[config.mk]
export PLATFORM = sky130hd
export DESIGN_NAME = bus_fifo
export DESIGN_NICKNAME = d
export VERILOG_FILES = /design/src/rtl/bus_fifo_pkg.sv /design/src/rtl/bus_fifo_cell.sv /design/src/rtl/bus_fifo.sv
export SDC_FILE = /design/constraint.sdc
export NUM_CORES = 1
export LEC_CHECK = 0
export ABC_AREA = 1
export ABC_CLOCK_PERIOD_IN_PS = 2720
export CORE_ASPECT_RATIO = 0.6
export CORE_MARGIN = 2
export CORE_UTILIZATION = 40
export DETAILED_ROUTE_END_ITERATION = 6
export PLACE_DENSITY = 0.69
export RECOVER_POWER = 100
export SKIP_LAST_GASP = 1
export SLEW_MARGIN = 5
export SYNTH_ARGS = -nofsm -noshare
export SYNTH_HDL_FRONTEND = slang
export SYNTH_HIERARCHICAL = 1
export SYNTH_SLANG_ARGS = --single-unit
[constraint.sdc]
create_clock -name clock -period 2.72 [get_ports clock]
set_input_delay 0.408 -clock clock [delete_from_list [all_inputs] [get_ports clock]]
set_output_delay 0.408 -clock clock [all_outputs]
set_load 0.02 [all_outputs]
[src/rtl/bus_fifo_pkg.sv]
// bus_fifo_pkg: shared defaults for the bus_fifo word queue
package bus_fifo_pkg;
  localparam int FIFO_WIDTH = 8;
  localparam int FIFO_DEPTH = 4;
endpackage

[src/rtl/bus_fifo_cell.sv]
// bus_fifo_cell: one storage word, load-strobed register without reset
// Ports: clock, load (write enable), in (data), out (stored word).
module bus_fifo_cell import bus_fifo_pkg::*; #(
  parameter int BUS_WIDTH = FIFO_WIDTH
) (
  input  logic                 clock,
  input  logic                 load,
  input  logic [BUS_WIDTH-1:0] in,
  output logic [BUS_WIDTH-1:0] out
);
  always_ff @(posedge clock)
    if (load) out <= in;
endmodule

[src/rtl/bus_fifo.sv]
// bus_fifo: first-word-fall-through queue with load/read strobes and error pulses
// Ports: clock, reset (async, active-high), in/load (write side),
//   read (pop), out (head word, 0 when empty), empty, full, count,
//   overflow/underflow (one-cycle pulses after a rejected write/read).
module bus_fifo import bus_fifo_pkg::*; #(
  parameter int BUS_WIDTH = FIFO_WIDTH,
  parameter int DEPTH     = FIFO_DEPTH
) (
  input  logic                     clock,
  input  logic                     reset,
  input  logic [BUS_WIDTH-1:0]     in,
  input  logic                     load,
  input  logic                     read,
  output logic [BUS_WIDTH-1:0]     out,
  output logic                     empty,
  output logic                     full,
  output logic [$clog2(DEPTH):0]   count,
  output logic                     overflow,
  output logic                     underflow
);
  localparam int ADDR_WIDTH = $clog2(DEPTH);
  localparam logic [ADDR_WIDTH:0] FULL_COUNT = (ADDR_WIDTH+1)'(DEPTH);
  logic [ADDR_WIDTH-1:0] wptr, rptr;
  logic [BUS_WIDTH-1:0]  mem [DEPTH];
  logic                  wr_ok, rd_ok;
  assign empty = count == '0;
  assign full  = count == FULL_COUNT;
  // a pop in the same edge frees the slot a write into a full queue needs
  assign wr_ok = load && (!full || read);
  assign rd_ok = read && !empty;
  assign out   = empty ? '0 : mem[rptr];
  for (genvar i = 0; i < DEPTH; i++) begin : g_mem
    bus_fifo_cell #(.BUS_WIDTH(BUS_WIDTH)) u_cell (
      .clock(clock),
      .load (wr_ok && wptr == ADDR_WIDTH'(i)),
      .in   (in),
      .out  (mem[i])
    );
  end
  always_ff @(posedge clock or posedge reset)
    if (reset) begin
      wptr      <= '0;
      rptr      <= '0;
      count     <= '0;
      overflow  <= 1'b0;
      underflow <= 1'b0;
    end else begin
      if (wr_ok) wptr <= wptr + 1'b1;
      if (rd_ok) rptr <= rptr + 1'b1;
      count     <= count + (ADDR_WIDTH+1)'(wr_ok) - (ADDR_WIDTH+1)'(rd_ok);
      overflow  <= load && !wr_ok;
      underflow <= read && empty;
    end
endmodule

---- Yosys cells after proc, flatten, opt, wreduce, memory -nomap -nowiden ----
Index checks and enable logic that the tools add are counted.
operators by class
  bitwise logic cells ..................... 1
  add/sub/neg operators ................... 4
  equality and inequality tests ........... 4
  multiplexer cells ....................... 4
  $lt $le $gt $ge ......................... 1
  reduce and logical (&&, ||, !) cells .... 14
operators by type and width
  cell                                                      number
  2-to-1 mux 8 bit                                          3
  binary-select mux 8 bit (select 2 bit)                    1
  logical AND 1 bit                                         8
  adder 2 x 1 -> 2 bit, second input constant               2
  == test 2 bit, second input constant                      2
  adder 3 x 1 -> 3 bit                                      1
  == test 3 bit, second input constant                      1
  greater-or-equal comparator 3 bit, second input constant  1
  logical NOT 1 bit                                         3
  logical NOT 3 bit                                         1
  NOT 2 -> 3 bit                                            1
  subtractor 3 x 1 -> 3 bit                                 1
  == test 2 x 1 -> 1 bit, second input constant             1
  logical NOT 2 bit                                         1
  logical OR 1 bit                                          1
word-level totals
  input bits .............................. 12
  output and inout port bits .............. 15
  flip-flop bits (word level) ............. 41

---- Depth between registers and ports, before layout ----
Gate-level depths: netlist (run 1).
  depth in word-level cells ............... 6
  gate-level depth with buffers ........... 10
  mapped depth without buffers ............ 10

---- Cells and area by module ----
Netlist (run 1), hierarchy kept.
by module, submodules not included
  module         instances  cells each  area each (um^2)
  bus_fifo_cell  4          8           240.2
  bus_fifo       1          154         919.6

---- Worst setup path before layout (run 1) ----
Ideal clock, no wire load.
  path kind ............................... register to register
  start point ............................. register count[1]
  end point ............................... register count[2]
  stages on the path, launching flop included .. 11
  period minus slack after synthesis ...... 2.014 ns
  arrival time ............................ 1.892 ns
  slack ................................... 0.706 ns
  library setup time ...................... 0.122 ns
  data required time ...................... 2.598 ns
  path buffers ............................ 0
  cell sequence ........................... dfrtp_1 nor2_1 nand2_1 nand2_1 inv_1 ha_1 inv_1 ha_1 inv_1 fa_1 xor2_1
between the ends
  elaborated cells between the ends (all ways) .. 9
RTL lines
  item                       line            text
  from (decl)                bus_fifo.sv:17  output logic [$clog2(DEPTH):0] count,
  from (signal assigned)     bus_fifo.sv:50  count <= count + (ADDR_WIDTH+1)'(wr_ok) - (ADDR_WIDTH+1)'(rd_ok);
  logical NOT 3 bit          bus_fifo.sv:26  assign empty = count == '0;
  logical NOT 1 bit          bus_fifo.sv:30  assign rd_ok = read && !empty;
  logical AND 1 bit          bus_fifo.sv:30
  via rd_ok                  bus_fifo.sv:25  logic wr_ok, rd_ok;
  subtractor 3 x 1 -> 3 bit  bus_fifo.sv:50
The timed path passes the listed nets, and every way through them passes these cells.
A chain may end at the register's enable or synchronous reset.

---- Worst setup path in the final report (run 1) ----
  start point ............................. register rptr[0]
  end point ............................... output port out[1]
between the ends
  word-level cells in the longest chain between the ends .. 5
ends and longest elaborated chain
  item                                                  line            text
  from (decl)                                           bus_fifo.sv:23  logic [ADDR_WIDTH-1:0] wptr, rptr;
  from (signal assigned)                                bus_fifo.sv:49  if (rd_ok) rptr <= rptr + 1'b1;
  NOT 2 -> 3 bit (not written as such)                  bus_fifo.sv:31  assign out = empty ? '0 : mem[rptr];
  binary-select mux 8 bit (select 2 bit)                bus_fifo.sv:31
  2-to-1 mux 8 bit (not written as such) (2 in series)  bus_fifo.sv:31
  2-to-1 mux 8 bit                                      bus_fifo.sv:31
  to (decl)                                             bus_fifo.sv:14  output logic [BUS_WIDTH-1:0] out,
No other way between the ends. The select of a mux whose other input is x is not followed.

==> results.cfg, run 1 <==
[synthesis]
netlist_area_um2 = 1881
synth_area_leaders = edfxtp_1 (51%), dfrtp_1 (12%), inv_1 (9.6%), nand2_1 (8.8%), nand3_1 (4.8%)
synthesis.nets = 205
ys_ff_latch = 41
synthCells = 186
ys_types = 20
yosys.area.top_type = edfxtp_1
avgSynthCellArea_um2 = 10.11
yosys_warnings = 6
yosysSeqAreaShare_pct = 63.07
synth_top_area_share_pct = 51.10

[drt]
ant_nets = 0
wl_per_cell_um = 12.32
viasPerCell = 4.256
via_count = 1213
initialDrtViolationCount = 117
drc = 0
dr.pass1.iters = 4
totalWireLength_mm = 3.511

[pwr]
intPower_mw = 1.429
seq_power_share_pct = 38.6
p_switching_uw = 947.7
powerDensity_nw_per_um2 = 1037
clock_power_share_pct = 15.8
comb_power_share_pct = 45.5
leakagePower_nw = 1.073
peakVddDrop_mv = 0.4316
p_sw_share_pct = 39.88

[finish]
final_area_um2 = 2292
final_common_cell = inv_1
layout-drive-gt1-share_pct = 5.405
antennaDiodeCount = 0
fillers = 427
nets = 240
final_cell_mix = inv_1 (48), nand2_1 (45), edfxtp_1 (32)
area_growth_syn_to_layout_pct = 21.89

[floorplan]
die_height_um = 57.11
fp-row-count = 19
die_area_um2 = 5284
initial_core_util_pct = 41.42
ioPinCount = 27
core-area_um2 = 4541
die_x_um = 92.52

[clock_network]
cts.sinks = 41
post_cts_resized = 0
cts_tree = built
clk_pin_slew_ns = 0.08
clockBufferDepth = 2
cts_root_buf = clkbuf_8
holdBufCountCts = 0
clkLatencyLatePin_ns = 0.29
cts_inserted_buffers = 5
h-tree-depth = 2
cts_setup_buffers = 0

[sta]
finalHoldViolCount = 0
timing.clock.skew_ns = 0.009132
setup_viol = 0
rsz0062_at_grt = no
post-route-period-util_pct = 92.98
report.final.slew_viol_count = 0
final.setup.tns_ns = 0
setup_ws_ns = 0.1908
max_slew_margin_pct = 59.92
worstMarginPinSlew_ns = 0.6012
fmax_ghz = 0.3954
fin_hold_ws_ns = 0.5320
period_needed_ns = 2.529

[place]
port_buffers = 26
gp_congestion = 0.7604
dp_worst_setup_slack_ns = 0.2465
dpl-instance-area_um2 = 2230
dp_hpwl_mm = 2.463

[hold_path]
min_path_type = input port to asynchronous set/reset pin

[critical_path]
arrival_ns = 2.12
cp-start-kind = register
crit_path_end_kind = output port
worstPathRequired_ns = 2.31
ff2ff_setup_slack_ns = 0.59
rr_endpoint = count[2]
r2r-start = count[1]
path_class = register to output port
critPathMaxFanout = 17
r2r.worst_path.cells = 9

[global_routing]
grt_pass1_vias = 1134
grt_max_degree = 18
gr-total-overflow = 0
grt_pass1_wl_mm = 5.616
grt_usage_pct = 14.78
antenna_found_initial = 0

[job]
drv_cap = 0

[status]
outcome = completed
==> cells in the mapped netlist (all sizes together) <==
cell type / number
a21oi: 8
edfxtp: 32
ha: 6
nand2: 46
xnor2: 1
xor2: 1
nand3: 19
nor2: 8
fa: 1
inv: 50
dfrtp: 9
o21ai: 1
buf: 4
==> worst max-delay path: stages, from the launching register on <==
cell and delay, ns:
dfrtp_1 0.60, inv_4 0.18, nand2_1 0.09, nand3_1 0.08, a21oi_1 0.19, dlygate4sd3_1 0.69
==> worst max-delay path by stage <==
stage | slack [ns] | startpoint | depth (start not counted) | endpoint
2_1_floorplan | 0.71 | count[1] | 10 | count[2]
3_3_place_gp | 0.31 | read | 10 | count[2]
3_5_place_dp | 0.25 | read | 10 | count[2]
4_1_cts | 0.22 | rptr[0] | 5 | out[1]
5_1_grt | 0.06 | rptr[0] | 5 | out[1]
6_report | 0.19 | rptr[0] | 5 | out[1]
==> area by class of cell <==
| cell class | instances | area (um^2) | share of cell area, % |
|---|---|---|---|
| inverters | 50 | 190.2 | 8.297 |
| clock buffers | 8 | 80.08 | 3.493 |
| flip-flops and latches | 41 | 1186 | 51.75 |
| well taps | 63 | 78.83 | 3.439 |
| multi-input cells | 91 | 466.7 | 20.36 |
| repair buffers | 32 | 290.3 | 12.66 |
==> state kept, by name (all words and copies together) (netlist names) <==
name and cells:
count 3, g_mem.u_cell/out 32, overflow 1, rptr 2, underflow 1, wptr 2
==> layer usage <==
metal	track usage [%]	up-vias	routed length [um]
met5	0	-	0
met4	3.625	0	46
met3	6.209	5	160
met2	21.17	24	1469
met1	21.08	546	1834
li1	-	638	-
==> cell families (layout without fill, tap and decap cells) <==
kind of cell,count (synthesis),after routing,synth area share (%)
and+or+nand+nor,73,73,16.37
xor gates and xnor gates,2,2,0.9316
DFF,41,41,63.07
buffers and inverters,54,90,11.98
adders and majority gates,7,7,5.056
AOI/OAI and AO/OA,9,9,2.594
==> power by group through the flow <==
| stage | Clock, mW | Combinational [mW] | Sequential (mW) |
|---|---|---|---|
| finish | 0.377 | 1.08 | 0.918 |
| global route | 0.422 | 1.21 | 0.934 |
| CTS | 0.386 | 1.17 | 0.919 |
| detailed placement | 0 | 1.17 | 0.933 |
| global placement | 0 | 1.14 | 0.929 |
| floorplan | 0 | 0.704 | 0.930 |
==> stage by stage <==
| stage | cells | total power, mW | utilization (%) |
|---|---|---|---|
| after CTS | 285 | 2.476 | 50.87 |
| after global routing | 285 | 2.561 | 50.48 |
| after global placement | 277 | 2.066 | 49.10 |
| final | 285 | 2.376 | 50.48 |
| after floorplan | 186 | 1.635 | - |
| after detailed placement | 277 | 2.100 | 49.10 |
(Power assumes the default switching activity.)
==> run 2: changes to the inputs <==
--- a/config.mk
+++ b/config.mk
@@ -8,7 +8,7 @@
 export ABC_AREA = 1
 export ABC_CLOCK_PERIOD_IN_PS = 2720
 export CORE_ASPECT_RATIO = 0.6
-export CORE_MARGIN = 2
+export CORE_MARGIN = 4
 export CORE_UTILIZATION = 40
 export DETAILED_ROUTE_END_ITERATION = 6
 export PLACE_DENSITY = 0.69
==> run 2 against run 1 <==
  * Non-clock buffer count unchanged
  * Total power increased by 4.0%
  * Clock-buffer cell count shrank 2
  * Sequential share of layout area shrank 0.50 points
  * First-iteration DRC count decreased by 44%
  * Via count rose by 3.1%
  * Die area is 12% higher
  * Clock skew down 0.0067 ns
  * Register-to-register slack barely moved
  * Cell count down 1.1%
==> results.cfg, run 2 (synthesis results as in run 1) <==
[finish]
final_common_cell = inv_1
nets = 240
final_area_um2 = 2315
area_growth_syn_to_layout_pct = 23.09
largest_reg_flops = 32
top_register = g_mem.u_cell/out
final_cell_mix = inv_1 (48), nand2_1 (45), edfxtp_1 (32)
reg.largest.list = g_mem.u_cell/out x32, count x3
layout-drive-gt1-share_pct = 5.856
antennaDiodeCount = 0

[sta]
post-route-period-util_pct = 91.51
worstMarginPinSlew_ns = 0.5657
fin_hold_ws_ns = 0.5138
finalHoldViolCount = 0
final.setup.tns_ns = 0
max_slew_margin_pct = 62.28
timing.clock.skew_ns = 0.002427
report.final.slew_viol_count = 0
fmax_ghz = 0.4017
setup_viol = 0
setup_ws_ns = 0.2309
rsz0062_at_grt = no
period_needed_ns = 2.489

[floorplan]
die_x_um = 96.52
initial_core_util_pct = 43.49
core-area_um2 = 4324
die_area_um2 = 5898
ioPinCount = 27
die_height_um = 61.11
fp-row-count = 18

[global_routing]
grt_pass1_wl_mm = 5.644
grt_max_degree = 18
gr-total-overflow = 0
antenna_found_initial = 0
grt_usage_pct = 13.70
grt_pass1_vias = 1130

[critical_path]
crit_path_end_kind = output port
max_stage_delay_ns = 0.70
r2r.worst_path.cells = 9
path_depth = 5
worstPathCellList = inv_4 > nand2_1 > nand3_1 > a21oi_1 > dlygate4sd3_1
worstPathRequired_ns = 2.31
critPathMaxFanout = 17
arrival_ns = 2.08
path_buf_inv = 2
path_class = register to output port
path_delay_family = buffers and inverters
cp-start-kind = register
crit_slowest_cell = dlygate4sd3_1

[clock_network]
h-tree-depth = 2
clkLatencyLatePin_ns = 0.29
clockBufferDepth = 2
cts_inserted_buffers = 5
cts_tree = built
cts_setup_buffers = 0
holdBufCountCts = 0
post_cts_resized = 0
clk_pin_slew_ns = 0.07
cts.sinks = 41
cts_root_buf = clkbuf_8

[place]
port_buffers = 26
dpl-instance-area_um2 = 2226
dp_worst_setup_slack_ns = 0.2635
gp_congestion = 0.7176
dp_hpwl_mm = 2.410

[status]
outcome = completed

[drt]
dr.pass1.iters = 4
viasPerCell = 4.433
initialDrtViolationCount = 66
totalWireLength_mm = 3.542
ant_nets = 0
wl_per_cell_um = 12.56
drc = 0
via_count = 1250

[pwr]
peakVddDrop_mv = 0.4706
p_sw_share_pct = 38.75
leakagePower_nw = 1.086
p_switching_uw = 957.5
intPower_mw = 1.514
clock_power_share_pct = 19.3
powerDensity_nw_per_um2 = 1068
comb_power_share_pct = 43.8
seq_power_share_pct = 36.9

[job]
drv_cap = 0

[hold_path]
min_path_type = input port to asynchronous set/reset pin
run 2: cell types whose count changed in the layout (fill, tap and decap cells not counted):
cell	previous run	this run
bufinv_16	0	1
clkbuf_1	7	5
clkinv_1	0	1
run 2: path summary, 6_finish.rpt:
check	from	end	slack (ns)
max reg2reg	count[1]	count[2]	0.60
min reg2reg	wptr[1]	wptr[1]	0.57
max	rptr[0]	out[5]	0.23
min	reset	wptr[0]	0.51
min in group clock	wptr[1]	wptr[1]	0.57
max in group asynchronous	reset	rptr[1]	1.94
run 2: area by class of cell:
| cell class | instances | area (um^2) |
|---|---|---|
| Tap cell | 60 | 75.07 |
| Multi-Input combinational cell | 91 | 466.7 |
| Clock inverter | 2 | 33.78 |
| Clock buffer | 6 | 72.57 |
| Inverter | 50 | 190.2 |
| Fill cell | 393 | 2009 |
| Sequential cell | 41 | 1186 |
| Timing Repair Buffer | 32 | 290.3 |
run 2: power groups by stage:
stage / Sequential [mW] / Combinational (mW) / Clock (mW)
after floorplan: 0.930 / 0.704 / 0
after global placement: 0.926 / 1.15 / 0
after detailed placement: 0.926 / 1.16 / 0
after CTS: 0.914 / 1.17 / 0.481
after global routing: 0.930 / 1.22 / 0.507
final: 0.913 / 1.08 / 0.476
run 2: routing by layer:
metal | track usage, % | routed length [um] | vias to the layer above
met3 | 3.785 | 185 | 7
met4 | 5.988 | 62 | 0
li1 | - | - | 640
met5 | 0 | 0 | -
met2 | 18.53 | 1450 | 25
met1 | 20.53 | 1844 | 578
run 2: stage by stage:
| stage | utilization [%] | total power [mW] | cells |
|---|---|---|---|
| finish | 53.53 | 2.471 | 282 |
| CTS | 53.94 | 2.566 | 282 |
| detailed placement | 51.48 | 2.090 | 274 |
| floorplan | - | 1.635 | 186 |
| global route | 53.53 | 2.654 | 282 |
| global placement | 51.48 | 2.080 | 274 |
==> run 3: changes to the inputs <==
--- a/config.mk
+++ b/config.mk
@@ -9,10 +9,11 @@
 export ABC_CLOCK_PERIOD_IN_PS = 2720
 export CORE_ASPECT_RATIO = 0.6
 export CORE_MARGIN = 4
-export CORE_UTILIZATION = 40
+export CORE_UTILIZATION = 45
 export DETAILED_ROUTE_END_ITERATION = 6
-export PLACE_DENSITY = 0.69
+export PLACE_DENSITY = 0.75
 export RECOVER_POWER = 100
+export REMOVE_ABC_BUFFERS = 1
 export SKIP_LAST_GASP = 1
 export SLEW_MARGIN = 5
 export SYNTH_ARGS = -nofsm -noshare
==> run 3 against run 2 <==
  * Worst setup slack got worse by 0.0041 ns
  * Core utilization grew 6.2 points
  * Sequential share of layout area up 0.36 points
  * Non-clock buffer count did not move
  * Combinational power about the same
  * Design area shrank 0.70%
  * First-iteration DRC count is 27% lower
  * Worst hold slack better by 0.0097 ns
  * Cell count is 1.1% lower
  * Clock-buffer cell count is 1 higher
  * Wire length is 9.2% lower
  * Critical path type unchanged
==> results.cfg, run 3 (synthesis results as in run 1) <==
[floorplan]
die_x_um = 91.46
die_height_um = 58.08
fp-row-count = 17
die_area_um2 = 5311
initial_core_util_pct = 48.85
core-area_um2 = 3850
ioPinCount = 27

[finish]
seq_area_um2 = 1186
final_cell_mix = inv_1 (48), nand2_1 (45), edfxtp_1 (32)
multi_input_area_um2 = 466.7
area_growth_syn_to_layout_pct = 22.22
antennaDiodeCount = 0
largest_reg_flops = 32
nets = 240
top_register = g_mem.u_cell/out
final_common_cell = inv_1
reg.largest.list = g_mem.u_cell/out x32, count x3
fillers = 329
layout-drive-gt1-share_pct = 6.306

[clock_network]
holdBufCountCts = 0
cts_inserted_buffers = 5
clockBufferDepth = 2
cts_root_buf = clkbuf_8
post_cts_resized = 0
cts_tree = built
clk_pin_slew_ns = 0.08
h-tree-depth = 2
clkLatencyLatePin_ns = 0.29
cts_setup_buffers = 0
cts.sinks = 41

[pwr]
powerDensity_nw_per_um2 = 1035
power_mw = 2.379
peakVddDrop_mv = 0.6103
intPower_mw = 1.450
clock_power_share_pct = 16.9
comb_power_share_pct = 44.6
p_sw_share_pct = 39.06
seq_power_share_pct = 38.5
leakagePower_nw = 1.078
p_switching_uw = 929.4

[drt]
dr.pass1.iters = 4
drc = 0
totalWireLength_mm = 3.217
ant_nets = 0
viasPerCell = 4.290
initialDrtViolationCount = 48
wl_per_cell_um = 11.53
via_count = 1197

[critical_path]
worstPathRequired_ns = 2.31
cp-start-kind = register
rr_endpoint = count[2]
r2r-start = count[1]
ff2ff_setup_slack_ns = 0.55
arrival_ns = 2.09
critPathMaxFanout = 10
r2r.worst_path.cells = 9
setup.worst_path.start = rptr[0]
path_class = register to output port
crit_path_end_kind = output port
crit_end = out[5]

[sta]
period_needed_ns = 2.493
timing.clock.skew_ns = 0.005886
post-route-period-util_pct = 91.66
finalHoldViolCount = 0
max_slew_margin_pct = 60.18
worstMarginPinSlew_ns = 0.5973
rsz0062_at_grt = no
setup_viol = 0
report.final.slew_viol_count = 0
final.setup.tns_ns = 0
fmax_ghz = 0.4011

[global_routing]
antenna_found_initial = 0
grt_max_degree = 18
grt_pass1_vias = 1132
grt_usage_pct = 13.30
grt_pass1_wl_mm = 5.202
gr-total-overflow = 0

[status]
outcome = completed

[place]
port_buffers = 26
gp_congestion = 0.8189
dp_hpwl_mm = 2.297

[job]
drv_cap = 0

[hold_path]
min_path_type = input port to asynchronous set/reset pin
## run 3: cell types whose count changed in the layout (fill, tap and decap cells not counted), sizes merged
cell / previous run / this run
clkbuf: 10 / 11
clkinvlp: 0 / 1
bufinv: 1 / 0
clkinv: 1 / 0
## run 3: how the worst min path moves through the flow
stage,cells past startpoint,startpoint,endpoint
2_1_floorplan,1,reset,count[0]
3_3_place_gp,2,wptr[1],wptr[1]
3_5_place_dp,2,wptr[0],wptr[0]
4_1_cts,2,reset,rptr[0]
5_1_grt,2,reset,rptr[0]
6_report,2,reset,rptr[0]
## run 3: routing by layer
metal	vias to the layer above	global-route usage, %	wire, um
met3	5	3.761	147
li1	643	-	-
met4	0	6.223	42
met5	-	0	0
met2	24	20.98	1414
met1	525	17.19	1612
## run 3: power by group through the flow
| stage | clock network [mW] | registers, mW | logic (mW) |
|---|---|---|---|
| 3_3_place_gp | 0 | 0.929 | 1.13 |
| 5_1_grt | 0.436 | 0.938 | 1.17 |
| 4_1_cts | 0.411 | 0.916 | 1.15 |
| 3_5_place_dp | 0 | 0.931 | 1.14 |
| 6_report | 0.403 | 0.915 | 1.06 |
| 2_1_floorplan | 0 | 0.973 | 0.608 |
## run 3: stage by stage
step           cells  util [%]  instance area [um^2]  worst slack [ns]  hold WS [ns]
2_1_floorplan    182         -                  1846            0.7062        0.2359
3_3_place_gp     271     57.72                  2222            0.3124        0.5400
3_5_place_dp     271     57.72                  2222            0.2457        0.5356
4_1_cts          279     60.16                  2316            0.2759        0.4005
5_1_grt          279     59.70                  2298            0.1118        0.5491
6_report         279     59.70                  2298            0.2267        0.5235
## run 3: layout make-up
class	count	area share, %
sequential	41	51.61
multi-input combinational	91	20.30
timing repair buffer	32	12.63
inverter	50	8.274
clock buffer	7	3.756
tap	57	3.103
clock inverter	1	0.3266
## run 3: critical path, cell delays in order, from the launching register on
cell and delay, ns:
dfrtp_1 0.52, buf_4 0.24, nand2_1 0.07, nand3_1 0.07
a21oi_1 0.20, dlygate4sd3_1 0.70
